$ cat config.mk
export PLATFORM = sky130hd
export DESIGN_NAME = adc_capture_multi
export DESIGN_NICKNAME = d
export VERILOG_FILES = /design/src/rtl/adc_pkg.sv /design/src/rtl/adc_frame_fifo.sv /design/src/rtl/adc_capture_multi.sv
export SDC_FILE = /design/constraint.sdc
export NUM_CORES = 1
export LEC_CHECK = 0
export ABC_AREA = 1
export CAP_MARGIN = 20
export CORE_ASPECT_RATIO = 1.5
export CORE_MARGIN = 3
export CORE_UTILIZATION = 48
export DETAILED_ROUTE_END_ITERATION = 7
export PLACE_DENSITY = 0.74
export REMOVE_ABC_BUFFERS = 1
export SLEW_MARGIN = 5
export SYNTH_ARGS = -nofsm -noshare
export SYNTH_HDL_FRONTEND = slang
export SYNTH_SLANG_ARGS = --single-unit
$ cat constraint.sdc
create_clock -name clk -period 3.64 [get_ports clk]
set_clock_uncertainty 0.15 [all_clocks]
set_input_delay 0.364 -clock clk [delete_from_list [all_inputs] [get_ports clk]]
set_output_delay 0.364 -clock clk [all_outputs]
set_load 0.02 [all_outputs]
$ cat src/rtl/adc_pkg.sv
// Shared definitions for the multi-channel ADC capture block.
package adc_pkg;

  localparam int unsigned AVG_LOG2_MAX = 4;

  typedef enum logic [1:0] {
    ST_IDLE = 2'd0,
    ST_FILL = 2'd1,
    ST_ACC  = 2'd2
  } adc_state_e;

endpackage

$ cat src/rtl/adc_frame_fifo.sv
// First-word-fall-through frame FIFO with a registered head, valid, full and level.
module adc_frame_fifo #(
  parameter int unsigned WIDTH = 20,
  parameter int unsigned DEPTH = 8
) (
  input  logic                     clk,
  input  logic                     rst_n,
  input  logic                     push,
  input  logic [WIDTH-1:0]         wdata,
  input  logic                     m_ready,
  output logic [WIDTH-1:0]         m_data,
  output logic                     m_valid,
  output logic [$clog2(DEPTH):0]   level,
  output logic                     drop_c
);

  localparam int unsigned AW = $clog2(DEPTH);
  localparam int unsigned LW = AW + 1;

  logic [WIDTH-1:0] mem [DEPTH];
  logic [AW-1:0]    wr_ptr;
  logic [AW-1:0]    rd_ptr;
  logic [AW-1:0]    rd_ptr_nxt;
  logic [LW-1:0]    count;
  logic [LW-1:0]    count_nxt;
  logic [WIDTH-1:0] head_nxt;
  logic             full;
  logic             pop_c;
  logic             wr_c;

  // A full FIFO still accepts a push when the head leaves in the same cycle.
  always_comb begin
    pop_c      = m_valid && m_ready;
    wr_c       = push && (!full || pop_c);
    drop_c     = push && !wr_c;
    rd_ptr_nxt = pop_c ? rd_ptr + AW'(1) : rd_ptr;
    count_nxt  = count + LW'(wr_c) - LW'(pop_c);
    head_nxt   = (wr_c && (wr_ptr == rd_ptr_nxt)) ? wdata : mem[rd_ptr_nxt];
  end

  always_ff @(posedge clk) begin
    if (wr_c) mem[wr_ptr] <= wdata;
  end

  always_ff @(posedge clk or negedge rst_n) begin
    if (!rst_n) begin
      wr_ptr  <= '0;
      rd_ptr  <= '0;
      count   <= '0;
      full    <= 1'b0;
      m_valid <= 1'b0;
      m_data  <= '0;
    end else begin
      if (wr_c) wr_ptr <= wr_ptr + AW'(1);
      rd_ptr  <= rd_ptr_nxt;
      count   <= count_nxt;
      full    <= (count_nxt == LW'(DEPTH));
      m_valid <= (count_nxt != '0);
      m_data  <= head_nxt;
    end
  end

  assign level = count;

endmodule

$ cat src/rtl/adc_capture_multi.sv
// Lockstep multi-channel ADC capture: two-stage input sync, block averaging,
// optional sign conversion and a frame FIFO toward the consumer.
module adc_capture_multi
  import adc_pkg::*;
#(
  parameter int unsigned NUM_CH     = 2,
  parameter int unsigned DATA_W     = 10,
  parameter int unsigned AVG_LOG2   = 0,
  parameter int unsigned FIFO_DEPTH = 8
) (
  input  logic                          clk,
  input  logic                          rst_n,
  input  logic                          enable,
  input  logic                          fmt_signed,
  input  logic [NUM_CH*DATA_W-1:0]      adc_in,
  output logic [NUM_CH-1:0]             adc_clk_out,
  output logic [NUM_CH-1:0]             adc_oe_out,
  output logic [NUM_CH*DATA_W-1:0]      m_data,
  output logic                          m_valid,
  input  logic                          m_ready,
  output logic [$clog2(FIFO_DEPTH):0]   fifo_level,
  output logic                          overflow,
  input  logic                          clr_overflow
);

  localparam int unsigned W     = NUM_CH * DATA_W;
  localparam int unsigned ACC_W = DATA_W + AVG_LOG2;
  localparam int unsigned CNT_W = (AVG_LOG2 > 0) ? AVG_LOG2 : 1;

  if (AVG_LOG2 > AVG_LOG2_MAX) begin : g_bad_avg
    $error("adc_capture_multi: AVG_LOG2 out of range");
  end
  if (FIFO_DEPTH < 2 || (FIFO_DEPTH & (FIFO_DEPTH - 1)) != 0) begin : g_bad_depth
    $error("adc_capture_multi: FIFO_DEPTH must be a power of two >= 2");
  end

  adc_state_e                          state;
  logic [NUM_CH-1:0][DATA_W-1:0]       d1;
  logic [NUM_CH-1:0][DATA_W-1:0]       d2;
  logic [NUM_CH-1:0][ACC_W-1:0]        acc;
  logic [NUM_CH-1:0][ACC_W-1:0]        sum_c;
  logic [NUM_CH-1:0][DATA_W-1:0]       avg_c;
  logic [W-1:0]                        frame_c;
  logic [CNT_W-1:0]                    cnt;
  logic                                last_c;
  logic                                push_c;
  logic                                drop_c;

  assign adc_clk_out = {NUM_CH{clk}};

  // Running sums and the outgoing frame for the sample currently in d2.
  always_comb begin
    sum_c   = '0;
    avg_c   = '0;
    frame_c = '0;
    last_c  = (cnt == CNT_W'((1 << AVG_LOG2) - 1));
    push_c  = (state == ST_ACC) && enable && last_c;
    for (int c = 0; c < NUM_CH; c++) begin
      sum_c[c] = acc[c] + ACC_W'(d2[c]);
      avg_c[c] = DATA_W'(sum_c[c] >> AVG_LOG2);
      if (fmt_signed) avg_c[c][DATA_W-1] = ~avg_c[c][DATA_W-1];
      frame_c[c*DATA_W +: DATA_W] = avg_c[c];
    end
  end

  // Input synchroniser and output-enable run every cycle regardless of state.
  always_ff @(posedge clk or negedge rst_n) begin
    if (!rst_n) begin
      d1         <= '0;
      d2         <= '0;
      adc_oe_out <= '0;
    end else begin
      d1         <= adc_in;
      d2         <= d1;
      adc_oe_out <= {NUM_CH{enable}};
    end
  end

  // Dropping enable always returns to IDLE and discards any partial average.
  always_ff @(posedge clk or negedge rst_n) begin
    if (!rst_n) begin
      state <= ST_IDLE;
      acc   <= '0;
      cnt   <= '0;
    end else if (!enable) begin
      state <= ST_IDLE;
      acc   <= '0;
      cnt   <= '0;
    end else begin
      case (state)
        ST_IDLE: state <= ST_FILL;
        ST_FILL: state <= ST_ACC;
        ST_ACC: begin
          if (last_c) begin
            acc <= '0;
            cnt <= '0;
          end else begin
            acc <= sum_c;
            cnt <= cnt + CNT_W'(1);
          end
        end
        default: state <= ST_IDLE;
      endcase
    end
  end

  always_ff @(posedge clk or negedge rst_n) begin
    if (!rst_n)            overflow <= 1'b0;
    else if (drop_c)       overflow <= 1'b1;
    else if (clr_overflow) overflow <= 1'b0;
  end

  adc_frame_fifo #(
    .WIDTH (W),
    .DEPTH (FIFO_DEPTH)
  ) u_fifo (
    .clk     (clk),
    .rst_n   (rst_n),
    .push    (push_c),
    .wdata   (frame_c),
    .m_ready (m_ready),
    .m_data  (m_data),
    .m_valid (m_valid),
    .level   (fifo_level),
    .drop_c  (drop_c)
  );

endmodule

==> impl_metrics.py, run 1 <==
metrics = {
    "synthesis": {
        "syn_area_mm2": 0.009654,
        "ys_types": 27,
        "yosysSeqAreaShare": 0.6947,
        "synth_area_leaders": "edfxtp_1, dfrtp_1, nand2_1",
        "synth_area_per_cell_um2": 10.90,
        "yosysTopAreaCell": "edfxtp_1",
        "synth_seq_cells": 236,
        "synth_warnings": 0,
        "syn-instance-count": 886,
        "synth_top_area_frac": 0.4977,
    },
    "placed_design": {
        "gp_congestion": 0.7986,
        "numPortBuffers": 55,
        "place_ws_ps": 609.3,
        "post-dp-hpwl_um": 11060,
    },
    "detailed_routing": {
        "drt-pass1-iter-count": 6,
        "num_vias": 6295,
        "drc": 0,
        "viasPerCell": 5.181,
        "drt_iter0_drc": 451,
        "routed_wl_um": 20660,
        "ant_nets": 0,
        "avgRoutedWirePerCell_um": 17.01,
    },
    "global_route": {
        "grt_pass1_vias": 6367,
        "grt_usage": 0.1899,
        "globalRouteMet2Util": 0.3277,
        "grt_first_pass_wirelength_um": 32620,
        "top_usage_layer": "met2",
        "grt_max_degree": 81,
        "antenna_found_initial": 0,
        "gr-usage-met1": 0.2345,
        "grt_remaining_overflow": 0,
        "gr-usage-met3": 0.03270,
    },
    "layout": {
        "multi_input_area_mm2": 0.002196,
        "layout_common_cells": "nand2_1, nand3_1, edfxtp_1, inv_1, dfrtp_1",
        "diodes": 0,
        "nets": 975,
        "fillers": 1544,
        "regArea_mm2": 0.006706,
        "syn2layout_area_growth_pct": 17.20,
        "layout_commonest_cell": "nand2_1",
        "fin_util": 0.5811,
        "layout-drive-gt1-share": 0.07821,
    },
    "timing": {
        "setup_violations": 0,
        "timing.slew.headroom": 0.4048,
        "holdWs_ps": 37.45,
        "finalHoldViolCount": 0,
        "setup_tns_ps": 0,
        "setup_ws_ps": 528.6,
        "slew_viol_final": 0,
        "tightest_slew_ps": 891.8,
        "rsz0062_at_grt": "false",
    },
    "floorplanning": {
        "row_count": 62,
        "fp.coreArea_mm2": 0.01947,
        "die_area_mm2": 0.02189,
        "ios": 56,
        "die_h_um": 179.7,
        "fp.dieW_um": 121.8,
        "start_util": 0.4958,
    },
    "job": {
        "maxCapViolCount": 0,
    },
    "cts": {
        "cts_tree": "done",
        "cts_setup_buffers": 0,
        "insertion_delay_ps": 610,
        "clkSlewWorstSetupHoldPaths_ps": 60,
    },
    "worst_hold_path": {
        "min_from": "adc_in[2]",
        "whs_endpoint": "d1[2]$_DFF_PN0_",
        "holdCritPathClass": "input port to flip-flop",
        "min_path_cells": 1,
    },
    "worst_setup_path": {
        "r2r_end": "u_fifo.m_data[13]$_DFF_PN0_",
        "end_kind": "output port",
        "cp.arrival_ps": 2600,
        "r2r_cells": 11,
        "r2r_start": "u_fifo.m_valid$_DFF_PN0_",
        "r2r_slack_ps": 1060,
        "critPathMaxFanout": 2,
        "cp.required_ps": 3130,
        "crit_type": "clock port to output port",
        "critPathLaunchType": "clock port",
    },
    "pwr": {
        "ir_worst_vdd_v": 0.0004651,
        "power.density_mw_per_mm2": 740.9,
        "p_total_mw": 8.384,
        "p_leak_nw": 4.958,
    },
    "status": {
        "status": "complete, no violations",
    },
}
## where the power goes
part	internal, mW	switching (mW)	leakage [nW]	total, mW
clock	1.60	1.04	0.416	2.63
combinational	0.872	1.62	2.20	2.49
sequential	3.12	0.140	2.34	3.26
total	5.59	2.79	4.96	8.38
## metal layers
| layer | vias up | routed length (um) |
|---|---|---|
| li1 | 2982 | - |
| met1 | 3040 | 7966 |
| met2 | 221 | 10790 |
| met3 | 52 | 1291 |
| met4 | 0 | 617 |
| met5 | - | 0 |
## worst max-delay path: stages
cell and delay [ps]:
clkbuf_16 120, clkbuf_16 130, clkdlybuf4s50_1 520
## flip-flops by register name (all words and copies together), names as in the netlist
register and flops:
u_fifo.rd_ptr 3, d2 20, u_fifo.m_data 20, u_fifo.level 4
u_fifo.wr_ptr 3, u_fifo.m_valid 1, overflow 1, state 2
u_fifo.mem 160, u_fifo.full 1, d1 20, adc_oe_out 1
## synthesized netlist by cell type
cell and instances:
edfxtp_1 160, xor2_1 4, o21ai_1 1, nor3_1 3, nor2_1 9, buf_1 1
buf_6 3, a21oi_1 1, ha_1 5, nand3_1 168, dfrtp_1 76, nand2_1 243
xnor2_1 2, nand3_2 1, o22ai_1 1, nand3b_1 17, inv_1 139, buf_2 29
clkbuf_1 4, nor2_4 1, or2_2 1, nand2_2 2, o21ai_0 3, fa_1 1
buf_4 9, o21ai_2 1, a21oi_4 1
## how the worst max path moves through the flow
stage / start / slack [ps] / to
global route: clk / 510 / adc_clk_out[1]
floorplan: u_fifo.m_valid$_DFF_PN0_ / -1240 / u_fifo.m_data[0]$_DFF_PN0_
global placement: m_ready / 700 / u_fifo.full$_DFF_PN0_
detailed placement: m_ready / 610 / u_fifo.full$_DFF_PN0_
CTS: clk / 520 / adc_clk_out[0]
finish: clk / 530 / adc_clk_out[1]
## per-stage QoR
| step | cells | area [um2] |
|---|---|---|
| 2_1_floorplan | 840 | 9389 |
| 3_3_place_gp | 1169 | 10440 |
| 3_5_place_dp | 1169 | 10440 |
| 4_1_cts | 1214 | 11290 |
| 5_1_grt | 1215 | 11310 |
| 6_report | 1215 | 11310 |
## final cells by class
class | instances | area share
Multi-Input combinational cell | 465 | 0.1941
Sequential cell | 236 | 0.5927
Clock buffer | 33 | 0.06281
Clock inverter | 13 | 0.01294
Inverter | 139 | 0.04611
Tap cell | 256 | 0.02831
Timing Repair Buffer | 73 | 0.06303
## kinds of logic after synthesis
family                     count (synthesis)  synth area share
and+or+nand+nor                          445            0.2040
DFF                                      236            0.6947
buffers and inverters                    185           0.08152
AOI/OAI and AO/OA                          8          0.005832
xor gates and xnor gates                   6          0.005443
adders and majority gates                  6          0.008554
## repair_timing
action / 4_1_cts / 5_1_grt
hold buffers: 1 / 0
hold endpoints to repair: 76 / 0
resized for setup: 0 / 0
No activity file was read; power rests on OpenSTA's default activity.
==> run 2, diff against run 1 <==
Settings changed: CORE_UTILIZATION 48 to 35, PLACE_DENSITY 0.74 to 0.6.
==> run 2 against run 1 <==
Net effect: via count down 2.0%; global-route usage fell by 4.4 points; non-clock buffer count grew 2; combinational power is essentially flat; cell count grew 6.9%; total power rose by 3.3%; count of clock-buffer cells in the layout stayed put; sequential share of layout area decreased by 1.2 points; die area increased by 35%; utilization shrank 15 points; worst hold slack gained 0.56 ps; critical endpoint is now adc_clk_out[0].
==> impl_metrics.py, run 2 (synthesis results as in run 1) <==
metrics = {
    "detailed_routing": {
        "viasPerCell": 4.751,
        "drt_iter0_drc": 447,
        "drc": 0,
        "avgRoutedWirePerCell_um": 16.30,
        "ant_nets": 0,
        "drt-pass1-iter-count": 5,
        "routed_wl_um": 21170,
        "num_vias": 6172,
    },
    "status": {
        "status": "complete, no violations",
    },
    "worst_setup_path": {
        "slowest_delay_ps": 530,
        "end_kind": "output port",
        "critPathMaxFanout": 2,
        "path_cells": "clkbuf_16 -> clkbuf_16 -> clkdlybuf4s50_1",
        "cp_slowest_cell": "clkdlybuf4s50_1",
        "cp.arrival_ps": 2600,
        "crit_type": "clock port to output port",
        "crit_top_cell": "clkbuf_16",
        "critPathLaunchType": "clock port",
        "cp.required_ps": 3130,
    },
    "global_route": {
        "gr-usage-met1": 0.1787,
        "grt_remaining_overflow": 0,
        "grt_usage": 0.1455,
        "antenna_found_initial": 0,
        "top_usage_layer": "met2",
        "grt_pass1_vias": 6555,
        "gr-usage-met3": 0.02074,
        "grt_max_degree": 81,
        "globalRouteMet2Util": 0.2529,
        "grt_first_pass_wirelength_um": 34300,
    },
    "floorplanning": {
        "die_h_um": 209.4,
        "die_area_mm2": 0.02965,
        "row_count": 73,
        "start_util": 0.3595,
        "fp.coreArea_mm2": 0.02685,
        "fp.dieW_um": 141.6,
        "ios": 56,
    },
    "placed_design": {
        "numPortBuffers": 55,
        "placed_area_mm2": 0.01056,
        "gp_congestion": 0.7731,
        "post-dp-hpwl_um": 11590,
    },
    "timing": {
        "rsz0062_at_grt": "false",
        "setup_tns_ps": 0,
        "tightest_slew_ps": 937.6,
        "finalHoldViolCount": 0,
        "timing.slew.headroom": 0.3749,
        "slew_viol_final": 0,
        "setup_violations": 0,
    },
    "pwr": {
        "clkPwrFrac": 0.335,
        "swShare": 0.3269,
        "switchingPower_mw": 2.832,
        "power.density_mw_per_mm2": 750.8,
        "internal_power_mw": 5.831,
        "ir_worst_vdd_v": 0.0004322,
        "seq_power_share": 0.377,
        "p_leak_nw": 5.023,
        "combPwrFrac": 0.288,
    },
    "cts": {
        "clkSlewWorstSetupHoldPaths_ps": 60,
        "postCtsHoldBufs": 1,
        "cts_setup_buffers": 0,
        "cts_tree": "done",
        "insertion_delay_ps": 610,
        "post_cts_resized": 0,
    },
    "layout": {
        "layout-drive-gt1-share": 0.08628,
        "stdcell_area_mm2": 0.01154,
        "largest_reg_flops": 160,
        "syn2layout_area_growth_pct": 19.52,
        "nets": 978,
        "layout_commonest_cell": "nand2_1",
        "diodes": 0,
        "top_register": "u_fifo.mem",
        "layout_common_cells": "nand2_1, nand3_1, edfxtp_1, inv_1, dfrtp_1",
    },
    "worst_hold_path": {
        "holdCritPathClass": "input port to flip-flop",
    },
    "job": {
        "maxCapViolCount": 0,
    },
}
==> run 2: cell count changes in the layout (fill, tap and decap cells not counted), sizes merged <==
| cell | before | now |
|---|---|---|
| inv | 139 | 140 |
| bufinv | 3 | 5 |
| clkinv | 9 | 7 |
| buf | 20 | 22 |
==> run 2: worst paths after layout <==
path                                           from                     endpoint  slack (ps)  cells past startpoint
max                                             clk               adc_clk_out[0]         520                      3
min                                      adc_in[16]             d1[16]$_DFF_PN0_          40                      1
max reg2reg                u_fifo.m_valid$_DFF_PN0_  u_fifo.mem[1][15]$_DFFE_PP_        1070                      5
min reg2reg                         d1[7]$_DFF_PN0_              d2[7]$_DFF_PN0_         200                      0
max in group asynchronous                     rst_n  u_fifo.m_data[14]$_DFF_PN0_        2660                      3
min in group asynchronous                     rst_n              d1[7]$_DFF_PN0_          80                      2
==> run 2: worst max-delay path, delay by kind of cell <==
family                 cells  cell delay [ps]
buffers and inverters      3              780
==> run 2: per-stage QoR <==
| stage | instances | setup WS [ps] | power, mW | hold slack, ps | utilization |
|---|---|---|---|---|---|
| 2_1_floorplan | 840 | -1239 | 4.852 | -81.59 | - |
| 3_3_place_gp | 1252 | 548.4 | 5.899 | 183.3 | 0.3931 |
| 3_5_place_dp | 1252 | 528.4 | 5.915 | 185.6 | 0.3931 |
| 4_1_cts | 1298 | 513.6 | 8.767 | 19.50 | 0.4287 |
| 5_1_grt | 1299 | 509.9 | 9.156 | 22.75 | 0.4297 |
| 6_report | 1299 | 525.0 | 8.664 | 38.01 | 0.4297 |
==> run 2: cell type report <==
type / count / area [um2]
sequential: 236 / 6706
inverter: 139 / 521.8
clock inverter: 14 / 202.7
clock buffer: 33 / 762.0
multi-input combinational: 465 / 2196
fill: 2516 / 15310
tap: 337 / 421.7
timing repair buffer: 75 / 728.2
==> run 2: power by group through the flow <==
| stage | Clock [mW] | Sequential [mW] | Combinational, mW |
|---|---|---|---|
| 3_3_place_gp | 0.0738 | 3.33 | 2.49 |
| 3_5_place_dp | 0.0738 | 3.32 | 2.52 |
| 2_1_floorplan | 0 | 3.45 | 1.40 |
| 6_report | 2.90 | 3.27 | 2.49 |
| 4_1_cts | 2.96 | 3.27 | 2.53 |
| 5_1_grt | 3.06 | 3.29 | 2.80 |
==> run 2: routing by layer <==
metal,vias up,wire length (um)
met3,48,1075
li1,2986,-
met4,0,661
met5,-,0
met2,190,10580
met1,2948,8848
==> run 3, diff against run 2 <==
Settings changed: CORE_ASPECT_RATIO 1.5 to not set.
==> run 3 against run 2 <==
Net effect: critical path depth stayed put; register-to-register slack got worse by 310 ps; wire length down 1.0%; final area increased by 0.94%; sequential share of layout area shrank 0.54 points; highest routed layer unchanged; cell count is 0.69% higher; largest cell class unchanged; sequential power barely moved; first-iteration DRC count fell by 4.0%; via count decreased by 0.52%; global-route usage up 0.18 points; non-clock buffer count rose by 2.
==> impl_metrics.py, run 3 (synthesis results as in run 1) <==
metrics = {
    "status": {
        "status": "complete, no violations",
    },
    "layout": {
        "layout_common_cells": "nand2_1, nand3_1, edfxtp_1, inv_1, dfrtp_1",
        "layout-drive-gt1-share": 0.09100,
        "largest_reg_flops": 160,
        "nets": 981,
        "layout_commonest_cell": "nand2_1",
        "diodes": 0,
        "syn2layout_area_growth_pct": 20.65,
        "stdcell_area_mm2": 0.01165,
        "top_register": "u_fifo.mem",
    },
    "placed_design": {
        "gp_congestion": 0.7575,
        "numPortBuffers": 55,
        "post-dp-hpwl_um": 11330,
        "placed_area_mm2": 0.01059,
    },
    "detailed_routing": {
        "viasPerCell": 4.694,
        "drc": 0,
        "avgRoutedWirePerCell_um": 16.02,
        "routed_wl_um": 20950,
        "drt_iter0_drc": 429,
        "drt-pass1-iter-count": 4,
        "num_vias": 6140,
        "ant_nets": 0,
    },
    "global_route": {
        "antenna_found_initial": 0,
        "grt_usage": 0.1474,
        "grt_remaining_overflow": 0,
        "grt_pass1_vias": 6128,
        "grt_max_degree": 81,
        "grt_first_pass_wirelength_um": 33950,
    },
    "worst_setup_path": {
        "crit_top_cell": "clkbuf_16",
        "path_delay_family": "buffers and inverters",
        "end_kind": "output port",
        "critical_path_buf_inv_count": 3,
        "cp.arrival_ps": 2610,
        "crit_type": "clock port to output port",
        "cp_slowest_cell": "clkdlybuf4s50_1",
        "cp.required_ps": 3130,
        "critPathMaxFanout": 2,
        "critPathLaunchType": "clock port",
        "slowest_delay_ps": 530,
        "path_cells": "clkbuf_16 -> clkbuf_16 -> clkdlybuf4s50_1",
    },
    "timing": {
        "holdWs_ps": 22.68,
        "tightest_slew_ps": 907.8,
        "timing.slew.headroom": 0.3941,
        "setup_violations": 0,
        "slew_viol_final": 0,
        "finalHoldViolCount": 0,
        "rsz0062_at_grt": "false",
    },
    "cts": {
        "insertion_delay_ps": 620,
        "clkSlewWorstSetupHoldPaths_ps": 60,
        "cts_tree": "done",
        "post_cts_resized": 0,
    },
    "worst_hold_path": {
        "holdCritPathClass": "input port to flip-flop",
    },
    "floorplanning": {
        "start_util": 0.3572,
        "die_area_mm2": 0.02961,
        "die_h_um": 172.1,
        "ios": 56,
        "row_count": 60,
        "fp.dieW_um": 172.1,
        "fp.coreArea_mm2": 0.02703,
    },
    "pwr": {
        "p_leak_nw": 5.064,
        "power.density_mw_per_mm2": 754.2,
        "ir_worst_vdd_v": 0.0006123,
    },
    "job": {
        "maxCapViolCount": 0,
    },
}
## run 3: report_power, final
group | internal [mW] | total [mW] | switching [mW] | leakage [nW]
Combinational | 0.854 | 2.45 | 1.60 | 2.23
Clock | 1.95 | 3.06 | 1.11 | 0.496
Sequential | 3.12 | 3.27 | 0.152 | 2.34
Total | 5.93 | 8.78 | 2.86 | 5.06
## run 3: routing by layer
metal  vias up  global-route usage  share of wire
met1      2940              0.1942           0.44
li1       2999                   -              -
met4         0             0.05345          0.026
met3        48             0.02972          0.052
met5         -                   0              0
met2       153              0.2433           0.48
## run 3: worst register-to-register path, stage by stage, from the launching register on
cell and delay, ps:
dfrtp_1 450, nand2_1 330, nand2_1 170, nand2_2 140
nand2_1 100, nand3_2 90, nor2_4 550, nand2_2 530
nand2_1 190, nand2_1 70
## run 3: timing repair
action / CTS / global route
endpoints found under the setup margin: 0 / 0
buffers inserted: 0 / 0
hold buffers: 2 / 0
endpoints found under the hold margin: 77 / 0
## run 3: worst paths after layout
path                                           from                     endpoint  slack, ps  depth (start not counted)
min                                       adc_in[9]              d1[9]$_DFF_PN0_         20                          1
max reg2reg                u_fifo.m_valid$_DFF_PN0_  u_fifo.m_data[10]$_DFF_PN0_        760                          9
min in group asynchronous                     rst_n             d1[18]$_DFF_PN0_        110                          2
max                                             clk               adc_clk_out[1]        520                          3
max in group asynchronous                     rst_n   u_fifo.m_data[9]$_DFF_PN0_       2620                          3
min reg2reg                        d1[15]$_DFF_PN0_             d2[15]$_DFF_PN0_        200                          0
## run 3: area by class of cell
class,instances,area (um2)
well taps,341,426.7
clock inverters,17,252.7
multi-input cells,465,2196
flip-flops and latches,236,6706
inverters,139,521.8
repair buffers,77,770.7
fillers,2499,15380
clock buffers,33,773.2
## run 3: through the flow
step                instances  setup TNS, ps  power, mW  setup WS [ps]  utilization
floorplan                 840         -24740      4.852          -1239            -
global placement         1257              0      5.844          501.2       0.3920
detailed placement       1257              0      5.871          394.3       0.3920
CTS                      1307              0      8.884          513.8       0.4300
global route             1308              0      9.301          497.3       0.4310
finish                   1308              0      8.784          520.0       0.4310
